==> src/rtl/stream_mux_pkg.sv <==
// ---------------------------------------------------------------------------
// stream_mux_pkg
// Shared constants and helpers for the stream multiplexer/arbiter slice.
//   MODE_RR    : round-robin arbitration, starting point rotates after each grant
//   MODE_FIXED : fixed priority, channel 0 always wins
//   calcCw()   : channel index width, never narrower than one bit
// ---------------------------------------------------------------------------
package stream_mux_pkg;

    localparam int MODE_RR    = 0;
    localparam int MODE_FIXED = 1;

    // A two-channel mux still needs one index bit, and a degenerate
    // single-channel build must not produce a zero-width bus.
    function automatic int calcCw(input int n);
        return (n <= 2) ? 1 : $clog2(n);
    endfunction

endpackage

==> src/rtl/rr_arbiter.sv <==
// ---------------------------------------------------------------------------
// rr_arbiter
// Purely combinational single-grant arbiter.
//   req       : per-channel request, bit i is channel i
//   ptr       : round-robin start index (ignored in fixed-priority mode)
//   grant     : one-hot grant, zero when nobody requests
//   grant_idx : binary index of the granted channel
//   any_grant : at least one channel was granted
// ---------------------------------------------------------------------------
module rr_arbiter
    import stream_mux_pkg::*;
#(
    parameter  int NCH  = 4,
    parameter  int MODE = MODE_RR,
    localparam int CW   = calcCw(NCH)
) (
    input  logic [NCH-1:0] req,
    input  logic [CW-1:0]  ptr,
    output logic [NCH-1:0] grant,
    output logic [CW-1:0]  grant_idx,
    output logic           any_grant
);

    logic [CW-1:0] startIdx;

    // Fixed priority is simply a round-robin scan that always starts at 0.
    assign startIdx = (MODE == MODE_FIXED) ? '0 : ptr;

    // The wrapping scan is split into two upward passes: first the channels
    // at or above the start index, then (only if nothing was found) the
    // whole vector from 0, which covers the channels below the start.
    always_comb begin
        grant     = '0;
        grant_idx = '0;
        any_grant = 1'b0;
        for (int i = 0; i < NCH; i++) begin
            if (!any_grant && req[i] && (CW'(i) >= startIdx)) begin
                grant[i]  = 1'b1;
                grant_idx = CW'(i);
                any_grant = 1'b1;
            end
        end
        for (int i = 0; i < NCH; i++) begin
            if (!any_grant && req[i]) begin
                grant[i]  = 1'b1;
                grant_idx = CW'(i);
                any_grant = 1'b1;
            end
        end
    end

endmodule

==> src/rtl/stream_mux_arb.sv <==
// ---------------------------------------------------------------------------
// stream_mux_arb
// N-channel registered stream multiplexer with built-in arbitration.
// One requesting channel is granted per cycle and its beat is captured in a
// single-entry output register; a full register that is being drained in the
// same cycle reloads without a bubble.
//   clk, rst  : clock, synchronous active-high reset
//   in_valid  : per-channel request
//   in_data   : packed channel data, channel i at [i*WIDTH +: WIDTH]
//   in_ready  : per-channel accept, one-hot or zero
//   out_valid : output register holds a beat
//   out_ready : consumer accepts the held beat
//   out_data  : data of the held beat
//   out_ch    : source channel of the held beat
// ---------------------------------------------------------------------------
module stream_mux_arb
    import stream_mux_pkg::*;
#(
    parameter  int NCH   = 4,
    parameter  int WIDTH = 8,
    parameter  int MODE  = MODE_RR,
    localparam int CW    = calcCw(NCH)
) (
    input  logic                 clk,
    input  logic                 rst,
    input  logic [NCH-1:0]       in_valid,
    input  logic [NCH*WIDTH-1:0] in_data,
    output logic [NCH-1:0]       in_ready,
    output logic                 out_valid,
    input  logic                 out_ready,
    output logic [WIDTH-1:0]     out_data,
    output logic [CW-1:0]        out_ch
);

    logic [NCH-1:0]   grant;
    logic [CW-1:0]    grantIdx;
    logic             anyGrant;
    logic             canLoad;
    logic             inXfer;
    logic [WIDTH-1:0] selData;

    logic [CW-1:0]    ptr_q, ptr_d;
    logic             outValid_q;
    logic [WIDTH-1:0] outData_q;
    logic [CW-1:0]    outCh_q;

    rr_arbiter #(
        .NCH  (NCH),
        .MODE (MODE)
    ) uArbiter (
        .req       (in_valid),
        .ptr       (ptr_q),
        .grant     (grant),
        .grant_idx (grantIdx),
        .any_grant (anyGrant)
    );

    // The register can take a new beat when empty or when its current beat
    // leaves this cycle. Reset masks every accept so no beat is lost.
    assign canLoad  = !outValid_q || out_ready;
    assign inXfer   = anyGrant && canLoad && !rst;
    assign in_ready = inXfer ? grant : '0;

    // One-hot AND-OR select of the granted channel's data.
    always_comb begin
        selData = '0;
        for (int i = 0; i < NCH; i++) begin
            if (grant[i]) begin
                selData = in_data[i*WIDTH +: WIDTH];
            end
        end
    end

    // Round-robin pointer moves just past the winner; it wraps explicitly
    // so it never reaches NCH even when NCH is not a power of two.
    always_comb begin
        ptr_d = ptr_q;
        if ((MODE == MODE_RR) && inXfer) begin
            ptr_d = (grantIdx == CW'(NCH-1)) ? '0 : grantIdx + CW'(1);
        end
    end

    // Output register: load on an input transfer, otherwise empty out when
    // the consumer takes the beat. Data and channel persist after draining.
    always_ff @(posedge clk) begin
        if (rst) begin
            ptr_q      <= '0;
            outValid_q <= 1'b0;
            outData_q  <= '0;
            outCh_q    <= '0;
        end else begin
            ptr_q <= ptr_d;
            if (inXfer) begin
                outValid_q <= 1'b1;
                outData_q  <= selData;
                outCh_q    <= grantIdx;
            end else if (out_ready) begin
                outValid_q <= 1'b0;
            end
        end
    end

    assign out_valid = outValid_q;
    assign out_data  = outData_q;
    assign out_ch    = outCh_q;

endmodule

==> config.mk <==
export PLATFORM = sky130hd
export DESIGN_NAME = stream_mux_arb
export DESIGN_NICKNAME = d
export VERILOG_FILES = /design/src/rtl/stream_mux_pkg.sv /design/src/rtl/rr_arbiter.sv /design/src/rtl/stream_mux_arb.sv
export SDC_FILE = /design/constraint.sdc
export NUM_CORES = 1
export LEC_CHECK = 0
export BUFFER_PORTS_ARGS = -buffer_cell sky130_fd_sc_hd__buf_2
export CAP_MARGIN = 0
export CORE_ASPECT_RATIO = 0.8
export CORE_MARGIN = 1
export CORE_UTILIZATION = 46
export DETAILED_ROUTE_END_ITERATION = 8
export PLACE_DENSITY = 0.85
export SETUP_SLACK_MARGIN = 0.4
export SLEW_MARGIN = 20
export SYNTH_ARGS = -nofsm -noshare
export SYNTH_HDL_FRONTEND = slang
export SYNTH_SLANG_ARGS = --single-unit
==> constraint.sdc <==
create_clock -name clk -period 4.56 [get_ports clk]
set_clock_uncertainty 0.05 [all_clocks]
set_input_delay 0.228 -clock clk [delete_from_list [all_inputs] [get_ports clk]]
set_output_delay 0.228 -clock clk [all_outputs]
set_load 0.1 [all_outputs]
==> impl_metrics.py <==
metrics = {
    "timing": {
        "fmax_mhz": 403,
        "worst-slew-pin-transition_ns": 0.914,
        "setup_viol": 0,
        "final_max_slew_viol_count": 0,
        "grt_setup_unrepaired": "no",
        "post-route-period-util": 0.544,
        "final.hold.worst_slack_ns": 0.202,
        "layout_min_cycle_time_ns": 2.48,
        "maxSlewHeadroom": 0.391,
        "final-hold-violation-count": 0,
        "final.setup.tns_ns": 0,
        "worst_slack_ns": 2.08,
    },
    "route": {
        "dr.first_iter.drc_count": 18,
        "drt-pass1-iter-count": 4,
        "detail_route.vias_per_cell": 5.87,
        "routed-via-count": 1045,
        "final_antenna_net_count": 0,
        "detail_route.drc_violations": 0,
        "routed_wl_um": 2660,
        "routed_wire_length_per_instance_um": 14.9,
    },
    "yosys": {
        "synth.area.top_cells": "sky130_fd_sc_hd__dfxtp_1, sky130_fd_sc_hd__a221oi_2, sky130_fd_sc_hd__a2bb2oi_1",
        "post_synth_most_frequent_cells": "sky130_fd_sc_hd__dfxtp_1, sky130_fd_sc_hd__nand2_1, sky130_fd_sc_hd__a2bb2oi_1, sky130_fd_sc_hd__nor2_1",
        "yosys_warns": 0,
        "synth.ff_latch_count": 13,
        "synth.largest_area_cell": "sky130_fd_sc_hd__dfxtp_1",
        "mean_post_synth_cell_area_um2": 8.71,
        "ys_types": 33,
        "post_synth_inst_count": 108,
        "count_leader_synth": "sky130_fd_sc_hd__dfxtp_1",
        "synth_largest_type_area_fraction": 0.277,
        "synthesis.area_um2": 941,
        "synth-edff-count": 0,
        "synthesis.nets": 147,
        "synth_top_flop_cell": "sky130_fd_sc_hd__dfxtp_1",
        "synth.yosys.seq_area_share": 0.277,
        "async_flop_share": 0,
    },
    "placement": {
        "placement.setup.worst_slack_ns": 2.28,
        "detailedPlacementHpwl_um": 1920,
        "routabilityCongestion": 0.754,
        "dp.cells": 174,
        "port-buffer-count": 53,
    },
    "clock_tree": {
        "cts.htree.levels": 1,
        "cts_repair_resize_count": 0,
        "cts_hold_buf": 0,
        "clk_pin_slew_ns": 0.08,
        "ctsRootBufferMaster": "sky130_fd_sc_hd__clkbuf_4",
        "cts_setup_buffers": 0,
        "clock_insertion_delay_worst_skew_ns": 0.27,
        "cts.path.max_buffers": 2,
        "tritoncts": "done",
        "cts_sinks": 13,
        "cts_buffers": 3,
    },
    "finish": {
        "antenna_cells_inserted": 0,
        "final_layout_size_suffix_gt1_frac": 0.468,
        "final_net_count": 194,
        "syn_to_final_growth_pct": 25.8,
        "stdcell_count": 178,
    },
    "global_routing": {
        "grt_max_degree": 16,
        "grt_pass1_vias": 934,
        "number_of_antenna_violations_at_the_first_check_in_global_routing": 0,
        "gr-total-overflow": 0,
        "grtUsageTotal": 0.247,
        "grt_pass1_wl_um": 4080,
    },
    "status": {
        "outcome": "finished clean",
    },
    "die": {
        "floorplan.die.width_um": 52.6,
        "die_h_um": 42.5,
        "rows": 14,
        "area_of_the_die_mm2": 0.00223,
        "top_level_ports": 54,
        "start_util": 0.493,
        "core_area_mm2": 0.00191,
    },
    "hold_path": {
        "hold_path_startpoint": "in_data[22]",
        "min_path_cells": 3,
        "worst_hold_path.endpoint": "out_data[6]$_SDFFE_PP0P_",
        "worst_hold_path_type": "primary input to flop",
    },
    "worst_setup_path": {
        "critical_path_required_ns": 4.28,
        "critical_path.endpoint_type": "output port",
        "timing.rr.start": "ptr_q[1]$_SDFFE_PP0P_",
        "start_kind": "flop",
        "worstRegToRegCells": 5,
        "crit-reg2reg-capture": "out_data[4]$_SDFFE_PP0P_",
        "worst-path-max-fanout": 11,
        "path_class": "flop to output port",
        "timing.reg2reg.setup_slack_ns": 2.23,
        "worstPathArrival_ns": 2.20,
    },
    "pwr": {
        "total_leakage_power_nw": 0.559,
        "pwr_density_cell_mw_per_mm2": 358,
        "post-layout-total-power_uw": 424,
        "ir_drop_uv": 236,
    },
    "run": {
        "number_of_max_cap_violations": 0,
    },
}
[kinds of logic after synthesis]
| group | share of synthesized area |
|---|---|
| flip-flops | 0.277 |
| buffers and inverters | 0.0997 |
| AND/OR/NAND/NOR | 0.174 |
| AO/OA/AOI/OAI | 0.449 |
[cell usage in the layout (no fill, tap or decap), drive strengths merged, types with 2 or more instances in the layout]
cell type / instances
and3: 2
or2: 2
o21ai: 3
a2bb2oi: 10
a21oi: 9
dfxtp: 13
a221oi: 8
o32ai: 8
buf: 53
o211a: 2
inv: 4
nor2: 10
clkbuf: 4
nand2: 11
o21a: 2
nor3: 3
[stage by stage]
stage | utilization | cell area [um2]
2_1_floorplan | - | 941
3_3_place_gp | 0.606 | 1160
3_5_place_dp | 0.606 | 1160
6_report | 0.620 | 1180
5_1_grt | 0.620 | 1180
4_1_cts | 0.620 | 1180
[sequential cells by signal (all words and copies together) (netlist names)]
register and cells:
out_valid 1, ptr_q 2, out_data 8, out_ch 2
[report_power, final]
| group | leakage [nW] | total (mW) | internal [mW] | switching, mW |
|---|---|---|---|---|
| registers | 0.108 | 0.138 | 0.127 | 0.0113 |
| logic | 0.436 | 0.214 | 0.0583 | 0.156 |
| clock network | 0.0150 | 0.0717 | 0.0339 | 0.0378 |
[critical path, cell delays in order (launching register included)]
cell,delay (ns)
sky130_fd_sc_hd__dfxtp_1,0.51
sky130_fd_sc_hd__inv_2,0.10
sky130_fd_sc_hd__a21oi_1,0.14
sky130_fd_sc_hd__o221ai_1,0.42
sky130_fd_sc_hd__nor3_1,0.29
sky130_fd_sc_hd__buf_2,0.47
[area by class of cell]
class	count	area, um2
Timing Repair Buffer	53	265
Fill cell	177	726
Tap cell	24	30.0
Inverter	4	15.0
Clock buffer	4	26.3
Sequential cell	13	260
Multi-Input combinational cell	80	587
[routing by layer]
layer / up-vias / GRT usage / routed length, um
met5: - / 0 / 0
met4: 0 / 0.0263 / 0
met3: 0 / 0.0725 / 194
met2: 49 / 0.441 / 1310
met1: 487 / 0.297 / 1160
li1: 509 / - / -
[worst max-delay path by stage]
stage | start | end | slack, ns | depth (start not counted)
floorplan | out_valid$_SDFFE_PP0P_ | in_ready[3] | 1.06 | 3
global placement | ptr_q[1]$_SDFFE_PP0P_ | out_data[4]$_SDFFE_PP0P_ | 2.49 | 5
detailed placement | ptr_q[1]$_SDFFE_PP0P_ | out_data[4]$_SDFFE_PP0P_ | 2.28 | 5
CTS | ptr_q[1]$_SDFFE_PP0P_ | in_ready[3] | 2.11 | 5
global route | ptr_q[1]$_SDFFE_PP0P_ | in_ready[3] | 1.92 | 5
finish | ptr_q[1]$_SDFFE_PP0P_ | in_ready[3] | 2.08 | 5
No activity file was read; power rests on OpenSTA's default activity.
